### config.mk
export PLATFORM = sky130hd
export DESIGN_NAME = bp_fe_ras_ckpt
export DESIGN_NICKNAME = d
export VERILOG_FILES = /design/src/rtl/bp_fe_ras_ckpt_pkg.sv /design/src/rtl/bp_fe_ras_storage.sv /design/src/rtl/bp_fe_ras_ckpt.sv
export SDC_FILE = /design/constraint.sdc
export NUM_CORES = 1
export LEC_CHECK = 0
export ABC_CLOCK_PERIOD_IN_PS = 10000
export CAP_MARGIN = 20
export CORE_UTILIZATION = 56
export CTS_BUF_LIST = sky130_fd_sc_hd__clkbuf_4 sky130_fd_sc_hd__clkbuf_8 sky130_fd_sc_hd__clkbuf_16
export DETAILED_ROUTE_END_ITERATION = 7
export DONT_BUFFER_PORTS = 1
export PLACE_DENSITY = 0.74
export REMOVE_ABC_BUFFERS = 1
export SLEW_MARGIN = 20
export SYNTH_ARGS = -nofsm -noshare
export SYNTH_HDL_FRONTEND = slang
export SYNTH_SLANG_ARGS = --single-unit
### constraint.sdc
create_clock -name clk_i -period 10 [get_ports clk_i]
set_input_delay 2 -clock clk_i [delete_from_list [all_inputs] [get_ports clk_i]]
set_output_delay 2 -clock clk_i [all_outputs]
set_load 0.005 [all_outputs]
### src/rtl/bp_fe_ras_ckpt_pkg.sv
// Shared definitions for the checkpointed return address stack.
// Holds the stack operation encoding and the priority decode that picks
// one operation per cycle from the raw call/return/restore strobes.
package bp_fe_ras_ckpt_pkg;

    typedef enum logic [2:0] {
        RAS_IDLE,
        RAS_PUSH,
        RAS_POP,
        RAS_SWAP,
        RAS_RESTORE
    } ras_op_e;

    // Restore wins over everything. Call+return together replaces the top
    // entry in place. A return on an empty stack is dropped.
    function automatic ras_op_e ras_decode(input logic restore_v,
                                           input logic call,
                                           input logic ret,
                                           input logic nonempty);
        ras_op_e op;
        op = RAS_IDLE;
        if (restore_v)          op = RAS_RESTORE;
        else if (call && ret)   op = RAS_SWAP;
        else if (call)          op = RAS_PUSH;
        else if (ret && nonempty) op = RAS_POP;
        return op;
    endfunction

endpackage

### src/rtl/bp_fe_ras_storage.sv
// Target storage for the return address stack.
// One combinational read port, one synchronous write port, async reset to 0.
// Ports:
//   clk_i, reset_i   clock, asynchronous active-high reset
//   w_v_i            write enable
//   w_addr_i         write index
//   w_data_i         write data
//   r_addr_i         read index
//   r_data_o         read data (combinational)
module bp_fe_ras_storage #(
    parameter int width_p = 39,
    parameter int els_p   = 8,
    localparam int addr_width_lp = (els_p > 1) ? $clog2(els_p) : 1
) (
    input  logic                     clk_i,
    input  logic                     reset_i,
    input  logic                     w_v_i,
    input  logic [addr_width_lp-1:0] w_addr_i,
    input  logic [width_p-1:0]       w_data_i,
    input  logic [addr_width_lp-1:0] r_addr_i,
    output logic [width_p-1:0]       r_data_o
);

    logic [width_p-1:0] mem_r [els_p];

    always_ff @(posedge clk_i or posedge reset_i) begin
        if (reset_i) begin
            for (int i = 0; i < els_p; i++) mem_r[i] <= '0;
        end else if (w_v_i) begin
            mem_r[w_addr_i] <= w_data_i;
        end
    end

    assign r_data_o = mem_r[r_addr_i];

endmodule

### src/rtl/bp_fe_ras_ckpt.sv
// Circular return address stack with speculative push/pop and checkpoint
// repair. ckpt_o = {tp, cnt, top entry} of the current state; feeding it back
// through restore_ckpt_i rewinds the pointer/count and rewrites the top slot,
// undoing a wrong-path push that clobbered it.
// Ports:
//   clk_i, reset_i   clock, asynchronous active-high reset
//   call_i, addr_i   push addr_i
//   return_i         pop
//   tgt_o, v_o       top-of-stack target, stack non-empty
//   ckpt_o           checkpoint of the current state
//   restore_v_i      restore from restore_ckpt_i (overrides call/return)
//   restore_ckpt_i   checkpoint previously taken from ckpt_o
module bp_fe_ras_ckpt
    import bp_fe_ras_ckpt_pkg::*;
#(
    parameter int vaddr_width_p = 39,
    parameter int ras_els_p     = 8,
    localparam int ptr_width_lp  = (ras_els_p > 1) ? $clog2(ras_els_p) : 1,
    localparam int cnt_width_lp  = $clog2(ras_els_p + 1),
    localparam int ckpt_width_lp = ptr_width_lp + cnt_width_lp + vaddr_width_p
) (
    input  logic                     clk_i,
    input  logic                     reset_i,
    input  logic                     call_i,
    input  logic [vaddr_width_p-1:0] addr_i,
    input  logic                     return_i,
    output logic [vaddr_width_p-1:0] tgt_o,
    output logic                     v_o,
    output logic [ckpt_width_lp-1:0] ckpt_o,
    input  logic                     restore_v_i,
    input  logic [ckpt_width_lp-1:0] restore_ckpt_i
);

    localparam logic [cnt_width_lp-1:0] full_cnt_lp = cnt_width_lp'(ras_els_p);

    logic [ptr_width_lp-1:0]  tp_r, tp_n;
    logic [cnt_width_lp-1:0]  cnt_r, cnt_n;
    logic                     w_we;
    logic [ptr_width_lp-1:0]  w_waddr;
    logic [vaddr_width_p-1:0] w_wdata;
    logic [vaddr_width_p-1:0] w_top;
    ras_op_e                  w_op;

    logic [ptr_width_lp-1:0]  w_rs_tp;
    logic [cnt_width_lp-1:0]  w_rs_cnt;
    logic [vaddr_width_p-1:0] w_rs_top;

    assign w_rs_tp  = restore_ckpt_i[ckpt_width_lp-1 -: ptr_width_lp];
    assign w_rs_cnt = restore_ckpt_i[vaddr_width_p+cnt_width_lp-1 -: cnt_width_lp];
    assign w_rs_top = restore_ckpt_i[vaddr_width_p-1:0];

    assign w_op = ras_decode(restore_v_i, call_i, return_i, (cnt_r != '0));

    always_comb begin
        tp_n    = tp_r;
        cnt_n   = cnt_r;
        w_we    = 1'b0;
        w_waddr = tp_r;
        w_wdata = addr_i;
        case (w_op)
            RAS_PUSH: begin
                // Pointer wraps modulo depth; when full the oldest slot is reused.
                tp_n    = tp_r + ptr_width_lp'(1);
                w_we    = 1'b1;
                w_waddr = tp_r + ptr_width_lp'(1);
                cnt_n   = (cnt_r == full_cnt_lp) ? full_cnt_lp : cnt_r + cnt_width_lp'(1);
            end
            RAS_POP: begin
                tp_n  = tp_r - ptr_width_lp'(1);
                cnt_n = cnt_r - cnt_width_lp'(1);
            end
            RAS_SWAP: begin
                w_we  = 1'b1;
                cnt_n = (cnt_r == '0) ? cnt_width_lp'(1) : cnt_r;
            end
            RAS_RESTORE: begin
                tp_n    = w_rs_tp;
                cnt_n   = w_rs_cnt;
                w_we    = 1'b1;
                w_waddr = w_rs_tp;
                w_wdata = w_rs_top;
            end
            default: ;
        endcase
    end

    always_ff @(posedge clk_i or posedge reset_i) begin
        if (reset_i) begin
            tp_r  <= '0;
            cnt_r <= '0;
        end else begin
            tp_r  <= tp_n;
            cnt_r <= cnt_n;
        end
    end

    bp_fe_ras_storage #(
        .width_p (vaddr_width_p),
        .els_p   (ras_els_p)
    ) u_storage (
        .clk_i    (clk_i),
        .reset_i  (reset_i),
        .w_v_i    (w_we),
        .w_addr_i (w_waddr),
        .w_data_i (w_wdata),
        .r_addr_i (tp_r),
        .r_data_o (w_top)
    );

    assign tgt_o  = w_top;
    assign v_o    = (cnt_r != '0);
    assign ckpt_o = {tp_r, cnt_r, w_top};

endmodule

# Word level (Yosys, flattened, before mapping)
# Index checks and enable logic that the tools add are counted.
[totals]
register_bits = 319
inputBits = 90
wordCells = 51
[op_classes]
bitwise = 2
n_eq_ne = 6
n_mux = 17
n_reduce_logical = 9
addsub = 4
magnitude_cmp = 3
[ops]
columns = ["op", "count"]
rows = [
  ["312-bit bitwise mux", 1],
  ["39-bit 2-to-1 mux", 4],
  ["39-bit binary-select mux with 3-bit select", 1],
  ["39-bit demux with 3-bit select", 1],
  ["4-bit case mux with 4 select lines", 1],
  ["3-bit case mux with 3 select lines", 1],
  ["4-bit >= comparator (second input constant)", 2],
  ["4-bit 2-to-1 mux", 2],
  ["3-bit inverter with 4-bit output", 2],
  ["4-bit nonzero test", 2],
  ["3-bit by 2-bit == test with 1-bit output (second input constant)", 2],
  ["2-bit 2-to-1 mux", 3],
  ["3-bit case mux with 2 select lines", 1],
  ["4-bit by 1-bit adder with 4-bit output (second input constant)", 1],
  ["4-bit == test (second input constant)", 1],
  ["4-bit zero test", 1],
  ["4-bit by 1-bit less-than comparator with 1-bit output (second input constant)", 1],
  ["4-bit by 1-bit subtractor with 4-bit output (second input constant)", 1],
  ["3-bit by 1-bit adder with 3-bit output (second input constant)", 1],
  ["3-bit by 1-bit == test with 1-bit output (second input constant)", 1],
  ["3-bit == test (second input constant)", 1],
  ["1-bit logical AND", 3],
  ["3-bit 2-to-1 mux", 1],
  ["3-bit nonzero test", 1],
  ["5 further kinds", 5],
]

# Longest topological paths before layout
# Gate-level depths: netlist of the first run.
[depth]
ltp_word = 14
ltp_mapped = 12

# Cells and area by module
# A second synthesis of the first run with hierarchy kept.
[hier_totals]
hier_cells = 980
area_unflattened_um2 = 15436.1
[by_module_without_submodules]
columns = ["mod", "area_each_um2", "seq_area_each_um2", "cells_each", "instances"]
rows = [
  ["bp_fe_ras_storage", 13953.4, 7807.5, 804, 1],
  ["bp_fe_ras_ckpt", 1482.7, 175.2, 176, 1],
]

# Worst setup path before layout of the first run
# Ideal clock, no wire load.
[synth_timing]
path_kind = "flip-flop to output port"
start = "reg tp_r[0]"
end = "out tgt_o[21]"
n_path_buf = 5
slack_ns = 5.954
arrival_time_ns = 2.046
stages_incl_launch_ff = 8
t_required_ns = 8.000
path_cell_list = "dfrtp_1 -> buf_2 -> buf_4 -> buf_2 -> buf_1 -> mux4_2 -> mux2_2 -> buf_4"
[synth_between]
elab_chain_cells = 4
[synth_rtl]
columns = ["element", "line_no", "text"]
rows = [
  ["start: declaration", "bp_fe_ras_ckpt.sv:36", "logic [ptr_width_lp-1:0] tp_r, tp_n;"],
  ["start signal: assignment", "bp_fe_ras_ckpt.sv:92", "tp_r <= tp_n;"],
  ["3-bit inverter with 4-bit output (implied by the code)", "bp_fe_ras_storage.sv:34", "assign r_data_o = mem_r[r_addr_i];"],
  ["39-bit binary-select mux with 3-bit select", "bp_fe_ras_storage.sv:34", ""],
  ["39-bit 2-to-1 mux (implied by the code) (2 in a row)", "bp_fe_ras_storage.sv:34", ""],
  ["end: declaration", "bp_fe_ras_ckpt.sv:27", "output logic [vaddr_width_p-1:0] tgt_o,"],
]
# No other way between the ends. The select of a mux whose other input is x is not followed.

# Final worst setup path of the first run
[layout_timing]
start = "reg tp_r[0]"
end = "out ckpt_o[1]"
[layout_between]
elab_chain_cells = 4
[layout_rtl]
columns = ["element", "line_no", "text"]
rows = [
  ["3-bit inverter with 4-bit output (implied by the code)", "bp_fe_ras_storage.sv:34", ""],
  ["39-bit binary-select mux with 3-bit select", "bp_fe_ras_storage.sv:34", ""],
  ["39-bit 2-to-1 mux (implied by the code) (2 in a row)", "bp_fe_ras_storage.sv:34", ""],
  ["end: declaration", "bp_fe_ras_ckpt.sv:29", "output logic [ckpt_width_lp-1:0] ckpt_o,"],
]
# No other way between the ends. The select of a mux whose other input is x is not followed.

==> results of run 1 <==
## placed cells by master (no fill, tap or decap), types with 7 or more instances in the layout
cell | netlist | routed
clkbuf_16 | 0 | 37
mux2_1 | 78 | 78
mux4_2 | 78 | 78
buf_4 | 52 | 13
mux2_2 | 274 | 274
inv_1 | 8 | 7
clkbuf_8 | 0 | 7
dfrtp_1 | 319 | 316
clkbuf_4 | 0 | 9
mux2_4 | 39 | 39
## cell type report
type / count / share of cell area
clock buffers: 53 / 0.06474
clock inverters: 8 / 0.005500
inverters: 9 / 0.002750
multi-input cells: 550 / 0.4154
flip-flops and latches: 319 / 0.4747
well taps: 372 / 0.02765
repair buffers: 17 / 0.009217
## routing by layer
layer / part of all wire / track usage / vias to the layer above
li1: - / - / 3545
met1: 0.47 / 0.3367 / 4359
met2: 0.47 / 0.3659 / 167
met3: 0.044 / 0.03778 / 43
met4: 0.017 / 0.05954 / 0
met5: 0 / 0 / -
## worst max-delay path, delay by kind of cell (launching register included)
| kind | cells | cell delay, ns |
|---|---|---|
| DFF | 1 | 1.02 |
| buffers and inverters | 1 | 0.75 |
| muxes | 2 | 0.94 |
## through the flow
step	power, mW	setup WS (ns)	util	cells	area (um2)
5_1_grt	4.759	4.525	0.6177	1328	16830
2_1_floorplan	2.974	-0.8279	-	878	14990
4_1_cts	4.552	4.670	0.6170	1327	16810
6_report	4.499	4.771	0.6177	1328	16830
3_3_place_gp	3.172	5.262	0.5728	1264	15610
3_5_place_dp	3.226	5.207	0.5736	1266	15630
## cells by family (layout without fill, tap and decap cells)
family	Yosys count	count (layout)	synth area share
xor+xnor	2	2	0.001115
compound gates	32	32	0.01919
flops	319	319	0.5080
simple gates	38	38	0.01537
buf+inv	115	87	0.04833
fa+ha+maj	5	5	0.003981
mux	473	473	0.4041
## final timing paths
path / startpoint / endpoint / cells past startpoint
worst max-delay path: tp_r[0] / ckpt_o[1] / 3
worst min-delay path: u_storage.mem_r[268] / u_storage.mem_r[268] / 1
worst max register to register: tp_r[0] / u_storage.mem_r[302] / 7
worst min register to register: u_storage.mem_r[268] / u_storage.mem_r[268] / 1
max in group asynchronous: reset_i / tp_r[1] / 2
min in group asynchronous: reset_i / u_storage.mem_r[291] / 1
## state kept, by name, summed over array words and instances, names as in the netlist
| signal | flops |
|---|---|
| cnt_r | 4 |
| u_storage.mem_r | 312 |
| tp_r | 3 |
## report_power, final
part,leakage [nW],switching [mW],internal (mW)
Sequential,3.79,0.270,1.78
Clock,0.596,0.499,0.803
Combinational,2.56,0.417,0.727
Total,6.95,1.19,3.31
==> flow_summary.toml, run 1 <==
[yosys]
synthTopCellsByCount = "dfrtp_1, mux2_2, mux2_1, mux4_2, buf_4"
ys_seq_area_frac = 0.5080
synth_top_cell_area_share = 0.5080
synth_ff_type = "dfrtp_1"
ys.warnings.count = 0
avgSynthCellArea_um2 = 15.97
synth_cell_types = 49
synthCells = 984
async_flop_share = 1.000
synth-edff-count = 0
ys_seq_elements = 319
synth_area_um2 = 15720
ys_top_cells_by_area = "dfrtp_1, mux2_2, mux4_2"
post-synth-top-area-cell = "dfrtp_1"
yosysMostFrequentCell = "dfrtp_1"

[clock_tree]
cts.sinks = 319
cts_hold_buf = 0
root_buffer = "clkbuf_16"
cts_resized = 0
cts_buffers = 34
cts.path.max_buffers = 3
htree_levels = 2
clk_latency_ns = 0.51
clk_pin_slew_ns = 0.06
post-cts-setup-buffers = 0
cts_tree = "done"

[floorplan]
core-area_um2 = 27250
start_util = 0.5767
die_area_um2 = 28740
die-width_um = 169.5
rows = 60
die_y_um = 169.5
ioPinCount = 176

[cells_and_area]
syn2layout_area_growth_pct = 7.118
final_nets = 1026
drive_gt1_frac = 0.5115
ff_latch_area_um2 = 7991
fill_cells = 2020
diodes = 0
multiInputGateArea_um2 = 6993

[global_routing]
gr-total-overflow = 0
antenna_found_initial = 0
grt.total_usage = 0.2317
first_global_vias = 8803
grt_max_degree = 168
grt_first_pass_wirelength_um = 51020

[timing]
max-slew-margin-rel = 0.2878
finClkSkew_ns = 0.01752
slew_violations = 0
post-route-min-period_ns = 5.229
final.period_utilization = 0.5229
holdWs_ns = 0.4787
hold_viol = 0
tightest_slew_ns = 1.068
finalSetupViolCount = 0
fmax_mhz = 191.2
finalSetupTns_ns = 0
rsz0062_at_grt = "false"

[min_path]
min_path_type = "flip-flop to flip-flop"

[placed_design]
io_buffer_count = 0
dp_hpwl_um = 17430
gp_congestion = 0.7445

[route]
via_count = 8114
drt_iter0_drc = 469
drc = 0
wl_per_cell_um = 23.37
firstDrtPassIters = 4
viasPerCell = 6.110
wirelength_um = 31040
antenna_left = 0

[setup_path]
arrival_ns = 3.23
required_ns = 8.00
max_stage_delay_ns = 1.02
cp_max_fo = 52
worstSetupPathType = "flip-flop to output pin"
worst_setup_path_start_kind = "flip-flop"
crit_slowest_cell = "dfrtp_4"
path_cells = "buf_4, mux4_2, mux2_2"
cp-end-kind = "output pin"
r2r_setup_slack_ns = 6.05

[flow_run]
maxCapViolCount = 0

[pwr]
leakagePower_nw = 6.951
power_density_nw_per_um2 = 267.3
vdd.ir_drop.worst_mv = 0.1436

[status]
status = "complete, no violations"
Power figures use the tool's default switching activity.
==> inputs of run 2 (changes only) <==
ABC_CLOCK_PERIOD_IN_PS = 4700   (was 10000)
clock period = 4.7 ns   (was 10 ns; I/O delays follow)
==> flow_summary.toml, run 2 (synthesized netlist as in run 1, its figures left out) <==
[route]
drt_iter0_drc = 423
drc = 0
firstDrtPassIters = 4
wl_per_cell_um = 23.25
antenna_left = 0
via_count = 8136
viasPerCell = 6.099
wirelength_um = 31020

[cells_and_area]
top_regs = "u_storage.mem_r: 312 flops, cnt_r: 4 flops, tp_r: 3 flops"
fill_cells = 2063
diodes = 0
drive_gt1_frac = 0.5146
syn2layout_area_growth_pct = 7.508
mostFrequentLayoutCells = "dfrtp_1, mux2_2, mux2_1, mux4_2, mux2_4"
top_register = "u_storage.mem_r"
mostFrequentLayoutCell = "dfrtp_1"
final_nets = 1032
final_util = 0.6200
largest_reg_flops = 312

[timing]
fmax_mhz = 269.1
timing.final.ws_setup_ns = 0.9839
finalSetupTns_ns = 0
slew_violations = 0
final.period_utilization = 0.7907
rsz0062_at_grt = "false"
finalSetupViolCount = 0
max-slew-margin-rel = 0.3368
tightest_slew_ns = 0.9948
post-route-min-period_ns = 3.716
finClkSkew_ns = 0.01313
holdWs_ns = 0.4782
hold_viol = 0

[clock_tree]
cts_hold_buf = 0
htree_levels = 2
cts_tree = "done"
root_buffer = "clkbuf_16"
clk_latency_ns = 0.50
clk_pin_slew_ns = 0.06
post-cts-setup-buffers = 0
cts_buffers = 36
cts.sinks = 319
cts_resized = 0
cts.path.max_buffers = 3

[flow_run]
maxCapViolCount = 0

[min_path]
min_path_type = "flip-flop to flip-flop"
holdPathEnd = "u_storage.mem_r[210]"
worstHoldStart = "u_storage.mem_r[210]"
hold_path_depth = 1

[pwr]
leakagePower_nw = 6.984
vdd.ir_drop.worst_mv = 0.2392
power_density_nw_per_um2 = 564.6

[setup_path]
cp_max_fo = 40
cp-end-kind = "output pin"
r2r-start = "tp_r[1]"
path_cells = "buf_4, mux4_2, mux2_2"
arrival_ns = 2.78
worst_setup_path_start_kind = "flip-flop"
worstSetupPathType = "flip-flop to output pin"
r2r_cells = 7
max_stage_delay_ns = 0.88
r2r_setup_slack_ns = 1.49
crit_slowest_cell = "dfrtp_4"
worstReg2RegEnd = "u_storage.mem_r[18]"
required_ns = 3.76

[placed_design]
dp_hpwl_um = 18020
place_worst_setup_slack_ns = 1.464
io_buffer_count = 0
gp_congestion = 0.7699

[floorplan]
start_util = 0.5767
ioPinCount = 176
die-width_um = 169.5
die_y_um = 169.5
die_area_um2 = 28740
core-area_um2 = 27250
rows = 60

[global_routing]
gr-total-overflow = 0
grt_first_pass_wirelength_um = 50800
antenna_found_initial = 0
first_global_vias = 8619
grt.total_usage = 0.2296
grt_max_degree = 144

[status]
status = "complete, no violations"
-- run 2: changes by cell type in the layout (fill, tap and decap cells not counted), moves of 2 or more --
cell	change
buf_12	+5
clkbuf_8	+3
buf_4	+2
buf_6	-2
bufinv_16	-2
clkbuf_4	+2
-- run 2: metal layers --
metal  global-route usage  share of wire  vias up
met5                    0              0        -
met4              0.04975          0.014        0
met3              0.04571          0.049       42
met2               0.3602           0.48      161
met1               0.3340           0.46     4381
li1                     -              -     3552
-- run 2: area by class of cell --
cell class | instances | area [um2] | share of cell area
clock buffer | 58 | 1146 | 0.06784
inverter | 9 | 41.29 | 0.002444
multi-input combinational | 550 | 6993 | 0.4139
clock inverter | 5 | 25.02 | 0.001481
tap | 372 | 465.4 | 0.02755
sequential | 319 | 7991 | 0.4730
timing repair buffer | 21 | 232.7 | 0.01377
-- run 2: power breakdown --
part / total (mW) / leakage (nW) / switching, mW / internal [mW]
Clock: 2.72 / 0.598 / 1.05 / 1.66
Sequential: 4.38 / 3.79 / 0.585 / 3.80
Combinational: 2.44 / 2.59 / 0.886 / 1.55
Total: 9.54 / 6.98 / 2.52 / 7.01
-- run 2: stage by stage --
| step | std cells | total power, mW | area (um2) |
|---|---|---|---|
| finish | 1334 | 9.539 | 16900 |
| global route | 1334 | 10.10 | 16900 |
| CTS | 1334 | 9.646 | 16900 |
| detailed placement | 1271 | 6.881 | 15720 |
| global placement | 1271 | 6.769 | 15720 |
| floorplan | 878 | 6.327 | 14990 |
-- run 2: worst max-delay path by stage --
stage / start / to / depth (start not counted)
after floorplan: reset_i / cnt_r[0] / 1
after global placement: tp_r[0] / ckpt_o[8] / 3
after detailed placement: tp_r[0] / ckpt_o[8] / 3
after CTS: tp_r[0] / ckpt_o[8] / 3
after global routing: tp_r[1] / ckpt_o[23] / 3
final: tp_r[1] / ckpt_o[32] / 3
-- run 2: worst max-delay path, delay by kind of cell, from the launching register on --
family / cells / cell delay, ns
buffers and inverters: 1 / 0.49
DFF: 1 / 0.88
muxes: 2 / 0.87
